[config.mk]
export PLATFORM = sky130hd
export DESIGN_NAME = sram_column_core
export DESIGN_NICKNAME = d
export VERILOG_FILES = /design/src/rtl/sram_column_core.sv
export SDC_FILE = /design/constraint.sdc
export NUM_CORES = 1
export LEC_CHECK = 0
export CAP_MARGIN = 15
export CORE_MARGIN = 5
export CORE_UTILIZATION = 30
export CTS_CLUSTER_SIZE = 8
export DETAILED_ROUTE_END_ITERATION = 8
export GPL_TIMING_DRIVEN = 0
export PLACE_DENSITY = 0.59
export SETUP_SLACK_MARGIN = 0.15
export SYNTH_ARGS = -nofsm -noshare
export SYNTH_HDL_FRONTEND = slang
export SYNTH_SLANG_ARGS = --single-unit
[constraint.sdc]
create_clock -name clk -period 4.65 [get_ports clk]
set_input_delay 0.6975 -clock clk [delete_from_list [all_inputs] [get_ports clk]]
set_output_delay 0.6975 -clock clk [all_outputs]
set_load 0.01 [all_outputs]
[src/rtl/sram_column_core.sv]
//------------------------------------------------------------------------------
// sram_column_core
//
// Clocked, digitised model of one slice of an SRAM array. It holds ROWS x COLS
// bit cells. Each column has a bitline pair (bl/blb) with a precharge and a
// write driver, and a differential sense amplifier. Bitline voltages are
// unsigned VW-bit codes, where VMAX (all ones) stands for VDD.
//
// Ports:
//   clk         system clock, rising edge
//   rst         asynchronous reset, active-high
//   rd_wr       0 = write phase (write driver owns the bitlines),
//               1 = read / precharge phase
//   row         word lines; one-hot selects a row, all-zero means idle,
//               more than one bit set is illegal
//   data_in     write data, bit c goes to column c
//   bl_col      registered true-bitline codes, column c in [c*VW +: VW]
//   blb_col     registered complement-bitline codes, same packing
//   preout      sense-amp outputs (read data)
//   sense_valid high while preout holds data resolved in the current read
//   row_err     registered flag, high for each edge that saw an illegal row
//------------------------------------------------------------------------------
module sram_column_core #(
    parameter int COLS     = 1,
    parameter int ROWS     = 4,
    parameter int VW       = 8,
    parameter int STEP     = 32,
    parameter int SENSE_TH = 64
) (
    input  logic                 clk,
    input  logic                 rst,
    input  logic                 rd_wr,
    input  logic [ROWS-1:0]      row,
    input  logic [COLS-1:0]      data_in,
    output logic [COLS*VW-1:0]   bl_col,
    output logic [COLS*VW-1:0]   blb_col,
    output logic [COLS-1:0]      preout,
    output logic                 sense_valid,
    output logic                 row_err
);

    localparam logic [VW-1:0] VMAX       = '1;
    localparam logic [VW-1:0] STEP_V     = VW'(STEP);
    localparam logic [VW-1:0] SENSE_TH_V = VW'(SENSE_TH);

    // Kind of word-line activity seen at the current edge.
    typedef enum logic [1:0] {
        ACC_IDLE,
        ACC_ONE,
        ACC_MULTI
    } access_t;

    access_t                     acc;
    logic                        row_multi;
    logic [COLS-1:0]             sel_word;
    logic [COLS-1:0]             resolved;

    logic [ROWS-1:0][COLS-1:0]   cell_q;
    logic [ROWS-1:0][COLS-1:0]   cell_d;
    logic [COLS-1:0][VW-1:0]     bl_q;
    logic [COLS-1:0][VW-1:0]     bl_d;
    logic [COLS-1:0][VW-1:0]     blb_q;
    logic [COLS-1:0][VW-1:0]     blb_d;
    logic [COLS-1:0]             pre_d;
    logic                        sv_d;

    // Discharge by one STEP, clamping at ground instead of wrapping.
    function automatic logic [VW-1:0] sat_sub(input logic [VW-1:0] v);
        return (v >= STEP_V) ? (v - STEP_V) : '0;
    endfunction

    // Unsigned magnitude of the bitline split.
    function automatic logic [VW-1:0] abs_diff(input logic [VW-1:0] a,
                                               input logic [VW-1:0] b);
        return (a > b) ? (a - b) : (b - a);
    endfunction

    assign bl_col  = bl_q;
    assign blb_col = blb_q;

    // Classify the word lines. Clearing the lowest set bit leaves something
    // behind exactly when more than one line is high, so no popcount is needed.
    always_comb begin
        row_multi = (row & (row - ROWS'(1))) != '0;
        if (row == '0) begin
            acc = ACC_IDLE;
        end else if (row_multi) begin
            acc = ACC_MULTI;
        end else begin
            acc = ACC_ONE;
        end
    end

    // Contents of the selected row. OR-ing the gated rows gives the selected
    // word whenever row is one-hot, and that is the only case that uses it.
    always_comb begin
        sel_word = '0;
        for (int r = 0; r < ROWS; r++) begin
            if (row[r]) begin
                sel_word = sel_word | cell_q[r];
            end
        end
    end

    // A column's sense amp can resolve once its registered bitlines have
    // split by at least SENSE_TH.
    always_comb begin
        resolved = '0;
        for (int c = 0; c < COLS; c++) begin
            resolved[c] = abs_diff(bl_q[c], blb_q[c]) >= SENSE_TH_V;
        end
    end

    // Next-state logic for cells, bitlines and sense outputs. Illegal row
    // patterns are treated like idle for the bitlines and never touch the
    // cells. In the write phase the driver forces the bitlines every edge,
    // whether a row is selected or not.
    always_comb begin
        cell_d = cell_q;
        bl_d   = bl_q;
        blb_d  = blb_q;
        pre_d  = preout;
        sv_d   = sense_valid;

        if (!rd_wr) begin
            for (int c = 0; c < COLS; c++) begin
                bl_d[c]  = data_in[c] ? VMAX : '0;
                blb_d[c] = data_in[c] ? '0 : VMAX;
            end
            if (acc == ACC_ONE) begin
                for (int r = 0; r < ROWS; r++) begin
                    if (row[r]) begin
                        cell_d[r] = data_in;
                    end
                end
            end
            sv_d = 1'b0;
        end else if (acc != ACC_ONE) begin
            for (int c = 0; c < COLS; c++) begin
                bl_d[c]  = VMAX;
                blb_d[c] = VMAX;
            end
            sv_d = 1'b0;
        end else begin
            // The side attached to the cell node holding 0 discharges; the
            // sense decision uses the bitlines as they were before this edge.
            for (int c = 0; c < COLS; c++) begin
                if (sel_word[c]) begin
                    blb_d[c] = sat_sub(blb_q[c]);
                end else begin
                    bl_d[c] = sat_sub(bl_q[c]);
                end
                if (resolved[c]) begin
                    pre_d[c] = bl_q[c] > blb_q[c];
                end
            end
            if (&resolved) begin
                sv_d = 1'b1;
            end
        end
    end

    // State registers. Reset clears stored data and leaves the bitlines
    // precharged to VDD.
    always_ff @(posedge clk or posedge rst) begin
        if (rst) begin
            cell_q      <= '0;
            bl_q        <= '1;
            blb_q       <= '1;
            preout      <= '0;
            sense_valid <= 1'b0;
            row_err     <= 1'b0;
        end else begin
            cell_q      <= cell_d;
            bl_q        <= bl_d;
            blb_q       <= blb_d;
            preout      <= pre_d;
            sense_valid <= sv_d;
            row_err     <= (acc == ACC_MULTI);
        end
    end

endmodule

=== After elaboration in Yosys (flattened, before gate mapping) ===
Cells that the tools add are included.

* Output and inout bits: 19
* Register bits: 23
* Input port bits: 8
* Logic and storage cells: 57

* Muxes and demuxes: 20
* Bitwise logic cells: 6
* Add/subtract/negate cells: 5
* Eq/ne operators: 6
* Reduce and logical (&&, ||, !) cells: 7
* $lt $le $gt $ge: 4

{| class="wikitable"
|+ Operators by type and width
! operator !! count
|-
| $mux W8 || 11
|-
| $ge A8 B6 Y1 const B || 2
|-
| $sub A8 B6 Y8 const B || 2
|-
| $sub A8 B8 Y8 || 2
|-
| $reduce_and A3 Y1 || 5
|-
| $ge A8 B7 Y1 const B || 1
|-
| $gt A8 B8 Y1 || 1
|-
| $mux W1 || 7
|-
| $ne A3 B1 Y1 const B || 2
|-
| $and A4 B4 Y4 || 1
|-
| $logic_not A4 Y1 || 1
|-
| $mux W2 || 2
|-
| $reduce_bool A4 Y1 || 1
|-
| $sub A4 B1 Y4 const B || 1
|-
| $ne A3 B2 Y1 const B || 1
|-
| $or A1 B1 Y1 || 3
|-
| $eq A2 B1 Y1 const B || 1
|-
| $eq A2 B2 Y1 const B || 1
|-
| $ne A2 B1 Y1 const B || 1
|-
| $not A1 Y1 || 2
|}

=== Longest topological paths before layout ===
* Word-level depth: 10
* Gate-level depth with buffers: 8
* Depth with buffers taken out: 8

=== Worst setup path after synthesis ===
OpenSTA, ideal clock, no wires.

* Kind: register to register
* Start: reg bl_q, in the netlist bl_col[5]
* End: reg preout
* Arrival time: 1.994 ns
* Path buffers: 0
* Slack: 2.529 ns
* Required time: 4.523 ns
* Stages on the path, launching flop included: 9
* Period minus slack after synthesis: 2.121 ns
* Library setup time: 0.127 ns
* Cells stage by stage: dfstp_2 inv_1 ha_1 a211oi_2 nor2_1 and4_4 a311oi_2 a31oi_1 mux2i_1

* Longest elaborated chain between the ends: 4
* Elaborated cells between the ends (all ways): 6
* Those cells by class: 2 x add/sub; 2 x order compare; 1 x mux; 1 x reduce/logical

{| class="wikitable"
|+ Ends and longest elaborated chain
! what !! RTL line !! RTL
|-
| start, declared || 60 || <nowiki>logic [COLS-1:0][VW-1:0] bl_q;</nowiki>
|-
| start signal, assigned || 175 || <nowiki>bl_q <= bl_d;</nowiki>
|-
| $sub A8 B8 Y8 or $gt A8 B8 Y1 (tied branches) || 75, 154 ||
|-
| $mux W8 || 75 || <nowiki>return (a > b) ? (a - b) : (b - a);</nowiki>
|-
| $ge A8 B7 Y1 || 110 || <nowiki>resolved[c] = abs_diff(bl_q[c], blb_q[c]) >= SENSE_TH_V;</nowiki>
|-
| $reduce_and A3 Y1 (no line) || -- ||
|-
| end signal, assigned || 177 || <nowiki>preout <= pre_d;</nowiki>
|-
| end, declared || 37 || <nowiki>output logic [COLS-1:0] preout,</nowiki>
|}

Several ways; a longest one is shown, not always the timed one.
A chain may end at the register's enable or synchronous reset.

=== Worst setup path after layout ===
Ends and elaborated chain as after synthesis.

==> results by group <==
Run status
  – Outcome: finished clean

Worst setup path
  – Worst Path Buf+Inv: 1
  – CP endpoint kind: register
  – Crit-path leading delay family: compound AO/OA/AOI/OAI gates
  – CP Launch Type: register
  – CP peak stage delay: 0.58 ns
  – R2r startpoint: bl_col[5]
  – Req. time, crit path: 4.81 ns
  – CP cell instances: inv_1 -> ha_1 -> a211oi_2 -> nor2_1 -> o31ai_1 -> nand3_1 -> a31oi_1 -> mux2i_1
  – Worst R2R Setup Slack: between 2 and 2.5 ns
  – Critical Path AT: 2.52 ns
  – FF-to-FF path depth: 8
  – Critical path class: reg -> reg
  – Critical path's slowest cell: dfstp_2
  – Reg2reg end: preout
  – Crit-path max FO: 6

Pwr
  – Maximum vdd ir drop: approximately 0.19 mV
  – Pleak: 0.000659 uW
  – P per Cell Area: 314 nW/um2

Die
  – Starting Density: 31.5%
  – Die X: 72.5 um
  – Ports: 27
  – CORE AREA: 3720 um2
  – Die ar.: 5260 um2
  – Row cnt: 22
  – Die H: just over 70 um

Min path
  – Worst hold path type: reg -> reg
  – Hold Crit Depth: 1
  – Min-delay src: cell_q[2]
  – Hold Path End: cell_q[2]

Clock tree
  – CTS tree: yes
  – Clock buffer count from CTS: 3
  – Post-CTS Setup Bufs: 0
  – CTS root buffer: clkbuf_8
  – Cts-stage hold buffer count: 0
  – Count of clock tree sinks: 15
  – Worst-Skew Late Latency: 0.24 ns
  – Reg clk slew, reported paths: 0.06 ns
  – PostCTS Resize Cnt: 0
  – H-tree Lvls: 1
  – Clock tree buffer depth: 2

Drt
  – Via Count: 1049
  – Via density: 4.95
  – DRT iter0 DRCs: around 80
  – Initial DRT Pass Iterations: 4
  – Final ANT Viol Nets: 0
  – Final WL: 2590 um
  – Wirelength per Cell: 12.2 um
  – Drt drc: 0

Global route
  – First-pass GRT wire length: 4400 um
  – All-Layer GR Usage: between 10% and 20%
  – Vias in the first global route: just over 1000
  – Pin count of the biggest net entering global routing: 16
  – Initial antenna violation count: 0
  – Grt ovf: 0

Logic synthesis
  – Post-synthesis cell area: 1170 um2
  – Yosys top cell area share: around 18%
  – Synth area leaders: dfstp_2, dfrtp_1, ha_1
  – Post-synth EDFFs: 0
  – Synth unique cells: 39
  – Part of the Yosys area used for sequential elements: about a third
  – Synth Instances: 134
  – #FFs+latches synth: 15
  – Top_reg_cell synth: dfstp_2
  – Mean Syn Cell Area: 8.75 um2
  – Synth area leader: dfstp_2
  – Synth async-reset ratio: 100%
  – Yosys warns: 0
  – Synth Net Count: 151

STA
  – Period utilisation layout: roughly half
  – Slew @ Worst Pin: 0.571 ns
  – Setup tns final: 0 ns
  – Worst rel slew slack: between 60% and 70%
  – Finish-stage setup viols: 0
  – Hold Vio Cnt, Final: 0
  – Setup ws final: 2.30 ns
  – Peak Freq: 0.425 GHz
  – Minimum clock period: 2.35 ns
  – Final slew viol count: 0
  – Clock Skew: 0.000652 ns
  – RSZ-0062 raised after global routing: no

Run
  – Max-Cap Viols: 0

Layout
  – Antenna diodes: 0
  – NumNets Final: 182
  – Area grow syn2layout: 31.2%
  – Layout cells sized above 1: between 10% and 20%
  – Fin area: 1540 um2

Placement
  – Gp weighted congestion: 0.842
  – DPL Wire Length: 2100 um
  – Placed cell area: 1490 um2
  – Buffers on Ports: 26
  – Place WS: around 2.2 ns
## worst max path at each step
stage	from	end	slack, ns	cells after the start
after global routing	bl_col[5]	preout	2.14	8
after CTS	bl_col[5]	preout	2.30	8
after global placement	row[3]	cell_q[1]	2.21	7
after detailed placement	row[3]	cell_q[1]	2.15	7
after floorplan	bl_col[5]	preout	2.53	8
final	bl_col[5]	preout	2.30	8
## synth_stat cells (2+ instances only)
master / count
nor2_1: 18
inv_1: 11
ha_1: 9
nand2_1: 9
buf_4: 8
dfstp_2: 8
a21oi_1: 7
dfrtp_1: 7
o2bb2ai_1: 7
nor3_1: 6
mux2_2: 4
o21ai_0: 4
and2_1: 3
a211oi_1: 2
a22oi_1: 2
a31oi_1: 2
mux2i_1: 2
nand3_1: 2
nor2b_1: 2
o22ai_1: 2
## layout by cell type (no fill, tap or decap), drive strengths merged, types with 2 or more instances in the layout
| master | count |
|---|---|
| and2 | 3 |
| clkbuf | 4 |
| nor2 | 19 |
| o21ai | 5 |
| nor3 | 6 |
| o211ai | 2 |
| buf | 9 |
| nand3 | 2 |
| a211oi | 3 |
| dfstp | 8 |
| o2bb2ai | 7 |
| a31oi | 2 |
| nand2 | 9 |
| inv | 11 |
| mux2 | 4 |
| a21oi | 7 |
| nor2b | 2 |
| mux2i | 2 |
| clkdlybuf4s50 | 26 |
| ha | 9 |
| a22oi | 2 |
| o22ai | 2 |
| dfrtp | 7 |
## report_power, final
| part | total (uW) | switching, uW | internal (uW) |
|---|---|---|---|
| Sequential | 176 | 18.2 | 158 |
| Clock | 101 | 40.8 | 60.5 |
| Combinational | 205 | 102 | 102 |
| Total | 482 | 161 | 321 |
## routing by layer
metal	vias up	global-route usage [%]	share of wire (%)
met5	-	0	0
met4	0	4.71	0.54
met3	2	2.63	6.6
met2	28	17.1	46
met1	484	12.8	47
li1	535	-	-
## through the flow
| stage | hold slack, ns | power, uW | instances | util, % |
|---|---|---|---|---|
| 3_5_place_dp | 0.504 | 384 | 208 | 40.2 |
| 4_1_cts | 0.517 | 489 | 212 | 41.4 |
| 3_3_place_gp | 0.496 | 380 | 208 | 40.2 |
| 5_1_grt | 0.523 | 521 | 212 | 41.4 |
| 6_report | 0.512 | 482 | 212 | 41.4 |
| 2_1_floorplan | 0.480 | 312 | 134 | - |
## cells by family (layout without fill, tap and decap cells)
group                    count (synthesis)  count (layout)  share of synthesized area, %
adder cells (fa/ha/maj)                  9               9                          9.61
AND/OR/NAND/NOR                         46              46                          18.9
AO/OA/AOI/OAI                           36              36                          22.5
XOR/XNOR                                 2               2                          1.49
flip-flops                              15              15                          32.9
multiplexers                             6               6                          5.55
buffers and inverters                   20              50                          9.07
## registers in the layout (all words and copies together) (netlist names)
signal / cells
sense_valid: 1
cell_q: 4
bl_col: 4
row_err: 1
blb_col: 4
preout: 1
## final cells by class
class | instances | area [um2]
inverter | 11 | 41.3
sequential | 15 | 385
fill | 387 | 2180
buffer | 9 | 65.1
tap | 48 | 60.1
clock buffer | 4 | 45.0
timing repair buffer | 26 | 260
multi-input combinational | 99 | 681
(Power assumes the default switching activity.)
==> variant 1: new RTL, config.mk and constraints unchanged <==
`VW`: 8 -> 16.
--- a/src/rtl/sram_column_core.sv
+++ b/src/rtl/sram_column_core.sv
@@ -24,5 +24,5 @@
     parameter int COLS     = 1,
     parameter int ROWS     = 4,
-    parameter int VW       = 8,
+    parameter int VW       = 16,
     parameter int STEP     = 32,
     parameter int SENSE_TH = 64
Interface: changed (resized bl_col and blb_col); port bits go from 27 to 43. No check against the original RTL was run, so the function may have changed too.
==> variant 1 against the unedited design <==
  * Synthesized area rose to 2.7 times the old value
  * Total power rose by 150%
  * Final area rose to 2.5 times the old value
  * First-iteration DRC count rose by 110%
  * Sequential cell count rose by 16
  * Combinational power rose to 3.1 times the old value
  * Clock power rose by 120%
  * Wire length rose to 3.6 times the old value
  * Setup slack got worse by 0.94 ns
  * Final cell count rose to 2.8 times the old value
  * Worst hold slack got worse by 0.0029 ns
  * Critical endpoint unchanged
==> variant 1: results (changes against the unedited design) <==
metric	value	unit	change
share of cells above drive strength 1	15.6	%	was 18.3%
Placed Area	0.00377	mm^2	was 0.00149 mm^2
Seq cells	31		was 15
cts bufs inserted	5		was 3
H-tree depth	2		was 1
vias per inst	5.33		was 4.95
footprint of the multi-input gates	0.00208	mm^2	was 681 um^2
clk cell area share	2.21	%	was 2.93%
Synth area leaders	dfstp_2 (20%), ha_1 (11%), o21ai_0 (8.9%)		was dfstp_2 (18%), dfrtp_1 (15%), ha_1 (9.6%)
Max-slew headroom	51.5	%	was 61.9%
Mapped Cells	410		was 134
Clock Skew	0.00871	ns	was 0.000652 ns
Post-DP HPWL	7.31	mm	was 2.10 mm
hold slack	0.509	ns	was 0.512 ns
Routed WL	9.36	mm	was 2.59 mm
sequential share of cell area	20.9	%	was 25.1%
fillers	1101		was 387
Worst path top cell family by delay	simple AND/OR/NAND/NOR gates		was compound AO/OA/AOI/OAI gates
1st-pass router iterations	5		was 4
cells on worst reg2reg path	12		was 8
# nets final	495		was 182
Worst Hold Class	flop to flop		unchanged
placed cell count	589		was 208
wire length per cell	15.7	um	was 12.2 um
outcome	completed		unchanged
total power draw	1200	uW	was 482 uW
Worst Path Arrival	3.48	ns	was 2.52 ns
Switching Share	41.9	%	was 33.5%
gr usage total	15.0	%	was 10.4%
syn nets	445		was 151
Non-Clock Inverter Count	33		was 11
vias in the first global route	3102		was 1020
clock transition at the registers of the reported paths	0.08	ns	was 0.06 ns
synth unique cells	61		was 39
worst-path fanout max	10		was 6
Peak VDD IR	0.000164	V	was 0.000191 V
sequential share of the synthesized area	25.5	%	was 32.9%
Min-Delay Path Depth	1		unchanged
fraction of cell area in non-clock buffers	15.2	%	was 21.2%
top post-synthesis cells by count	o21ai_0 (56), nand2_1 (36), a21oi_1 (35)		was nor2_1 (18), inv_1 (11), ha_1 (9), nand2_1 (9)
largest net degree at the start of global routing	25		was 16
terminus of the critical flop-to-flop path	preout$_DFFE_PP0P_		unchanged
Seq pwr share	29.6	%	was 36.6%
leakage	0.00170	uW	was 0.000659 uW
worst-skew pair later-pin latency	0.29	ns	was 0.24 ns
Non-CTS buffers	67		was 35
comb_multi_in	322		was 99
post-place setup slack	1.36	ns	was 2.15 ns
Clk network pwr share	18.3	%	was 21.0%
clock buffer count	6		was 4
gpl congestion	0.939		was 0.842
variant 1: cell count changes in the layout (fill, tap and decap cells not counted), moves of 7 or more:
cell,unedited run,this run
o21ai_0,4,56
a21oi_1,7,35
nand2_1,9,36
inv_1,11,33
ha_1,9,27
clkdlybuf4s50_1,26,42
dfstp_2,8,24
nor2_1,18,29
xnor2_1,1,11
a31oi_1,2,11
clkbuf_1,1,8
o2bb2ai_1,7,0
variant 1: cells by family after synthesis:
family / Yosys count / synth area share [%]
DFF: 31 / 25.5
muxes: 7 / 2.58
adders and majority gates: 28 / 11.0
AOI/OAI and AO/OA: 152 / 29.8
xor gates and xnor gates: 14 / 3.89
buffers and inverters: 57 / 8.37
and+or+nand+nor: 121 / 18.8
variant 1: metal layers:
layer | up-vias | global-route usage [%] | part of all wire (%)
met2 | 94 | 25.6 | 48
li1 | 1570 | - | -
met4 | 0 | 4.57 | 1.8
met3 | 17 | 1.83 | 3.8
met5 | - | 0 | 0
met1 | 1499 | 19.7 | 46
==> variant 2: new RTL, same settings <==
Without the edit above. Register the inputs `rd_wr`, `row` and `data_in` before use, without a reset. The logic sees them one clock later. Comments in the files are not updated.
--- a/src/rtl/sram_column_core.sv
+++ b/src/rtl/sram_column_core.sv
@@ -51,4 +51,14 @@
     } access_t;
 
+    logic rd_wr_q;
+    logic [ROWS-1:0] row_q;
+    logic [COLS-1:0] data_q;
+
+    always_ff @(posedge clk) begin
+        rd_wr_q <= rd_wr;
+        row_q   <= row;
+        data_q  <= data_in;
+    end
+
     access_t                     acc;
     logic                        row_multi;
@@ -82,6 +92,6 @@
     // behind exactly when more than one line is high, so no popcount is needed.
     always_comb begin
-        row_multi = (row & (row - ROWS'(1))) != '0;
-        if (row == '0) begin
+        row_multi = (row_q & (row_q - ROWS'(1))) != '0;
+        if (row_q == '0) begin
             acc = ACC_IDLE;
         end else if (row_multi) begin
@@ -97,5 +107,5 @@
         sel_word = '0;
         for (int r = 0; r < ROWS; r++) begin
-            if (row[r]) begin
+            if (row_q[r]) begin
                 sel_word = sel_word | cell_q[r];
             end
@@ -123,13 +133,13 @@
         sv_d   = sense_valid;
 
-        if (!rd_wr) begin
+        if (!rd_wr_q) begin
             for (int c = 0; c < COLS; c++) begin
-                bl_d[c]  = data_in[c] ? VMAX : '0;
-                blb_d[c] = data_in[c] ? '0 : VMAX;
+                bl_d[c]  = data_q[c] ? VMAX : '0;
+                blb_d[c] = data_q[c] ? '0 : VMAX;
             end
             if (acc == ACC_ONE) begin
                 for (int r = 0; r < ROWS; r++) begin
-                    if (row[r]) begin
-                        cell_d[r] = data_in;
+                    if (row_q[r]) begin
+                        cell_d[r] = data_q;
                     end
                 end
Check against the original RTL: not equivalent (Yosys sat finds a counterexample within 4 cycles, from zero or initial values and one cycle with rst high).
==> variant 2 against the unedited design <==
  * Setup slack worse by 0.094 ns
  * Synthesized area is 8.0% higher
  * Final area grew 6.3%
  * Count of clock-buffer cells in the layout unchanged
  * Critical path depth did not move
  * Total power rose by 16%
  * Sequential cell count grew 6
  * Wire length is 2.6% higher
  * Critical endpoint unchanged
  * Largest cell class unchanged
  * Largest power group is now registers
==> variant 2: results (changes against the unedited design) <==
metric	value	unit	change
outcome	completed		unchanged
FFs w/ async S/R, synth	71.4	%	was 100%
global routing usage on met2	18.3	%	was 17.1%
actual slew at the worst max-slew pin	0.612	ns	was 0.571 ns
worst-path fanout max	7		was 6
leakage	0.000724	uW	was 0.000659 uW
combinational fraction of design power	37.2	%	was 42.4%
grt met3 use	1.74	%	was 2.63%
Routed WL	2.65	mm	was 2.59 mm
worst-skew pair later-pin latency	0.26	ns	was 0.24 ns
synth unique cells	37		was 39
WHS Endpoint	cell_q[0]$_DFFE_PP0P_		was cell_q[2]$_DFFE_PP0P_
first-pass GRT wire length	4.36	mm	was 4.40 mm
vias per inst	4.86		was 4.95
Peak VDD IR	0.000175	V	was 0.000191 V
gpl congestion	0.789		was 0.842
# nets final	190		was 182
Yosys Warn Count	0		unchanged
gr usage total	9.96	%	was 10.4%
hold path startpoint	cell_q[0]$_DFFE_PP0P_		was cell_q[2]$_DFFE_PP0P_
syn nets	159		was 151
Sw Pwr	181	uW	was 161 uW
worst r2r src	bl_col[6]$_DFFE_PP1P_		was bl_col[5]$_DFFE_PP1P_
top post-synthesis cells by count	nor2_1 (17), a21oi_1 (13), nand2_1 (13)		was nor2_1 (18), inv_1 (11), ha_1 (9), nand2_1 (9)
Post-DP HPWL	2.12	mm	was 2.10 mm
sequential share of the synthesized area	39.9	%	was 32.9%
initial core utilization	31.2	%	was 31.5%
[variant 2: cell types whose count changed after synthesis, moves of 2 or more]
cell,change
o21ai_1,+5
o21ai_0,+4
nand3_1,-2
o2bb2ai_1,-7
nor3_1,-4
nand2_1,+4
and2_1,-2
mux2_1,+4
dfxtp_1,+6
mux2_2,-3
a21oi_1,+6
o211a_1,+2
[variant 2: metrics by stage]
stage          utilization (%)  hold WS, ns  area (um^2)  cells  setup WS (ns)
2_1_floorplan                -        0.465         1270    142           2.39
4_1_cts                   40.3        0.503         1630    222           2.19
5_1_grt                   40.3        0.511         1630    222           1.98
6_report                  40.3        0.501         1630    222           2.20
3_5_place_dp              39.2        0.486         1590    218           2.22
3_3_place_gp              39.2        0.479         1590    218           2.20
[variant 2: critical path: stages, from the launching register on]
cell,delay [ns]
dfstp_2,0.60
inv_1,0.08
ha_1,0.40
a21oi_1,0.11
o21ai_1,0.21
mux2i_1,0.24
xnor2_1,0.11
a222oi_1,0.40
mux2i_1,0.22
[variant 2: cell type report]
class | instances | area, um^2 | share of cell area, %
tap | 50 | 62.6 | 3.83
timing repair buffer | 26 | 260 | 15.9
buffer | 9 | 63.8 | 3.91
clock buffer | 4 | 45.0 | 2.76
inverter | 12 | 45.0 | 2.76
multi-input combinational | 100 | 652 | 39.9
sequential | 21 | 505 | 30.9
[variant 2: how the worst max path moves through the flow]
stage / cells past startpoint / start / slack [ns] / endpoint
after CTS: 8 / bl_col[5]$_DFFE_PP1P_ / 2.19 / preout$_DFFE_PP0P_
after floorplan: 8 / bl_col[5]$_DFFE_PP1P_ / 2.39 / preout$_DFFE_PP0P_
final: 8 / bl_col[6]$_DFFE_PP1P_ / 2.20 / preout$_DFFE_PP0P_
after detailed placement: 8 / bl_col[5]$_DFFE_PP1P_ / 2.22 / preout$_DFFE_PP0P_
after global routing: 8 / bl_col[6]$_DFFE_PP1P_ / 1.98 / preout$_DFFE_PP0P_
after global placement: 8 / bl_col[6]$_DFFE_PP1P_ / 2.20 / preout$_DFFE_PP0P_
[variant 2: cells by family (layout without fill, tap and decap cells)]
| logic type | after synthesis | in the layout | share of synthesized area [%] |
|---|---|---|---|
| buf+inv | 21 | 51 | 8.60 |
| fa+ha+maj | 10 | 10 | 9.68 |
| compound gates | 39 | 39 | 18.7 |
| flops | 21 | 21 | 39.9 |
| xor+xnor | 2 | 2 | 1.38 |
| simple gates | 41 | 41 | 14.9 |
| mux | 8 | 8 | 6.82 |
[variant 2: metal layers]
metal	wire, um	up-vias
met4	36	0
met2	1240	31
met3	185	5
met5	0	-
met1	1190	497
li1	-	546
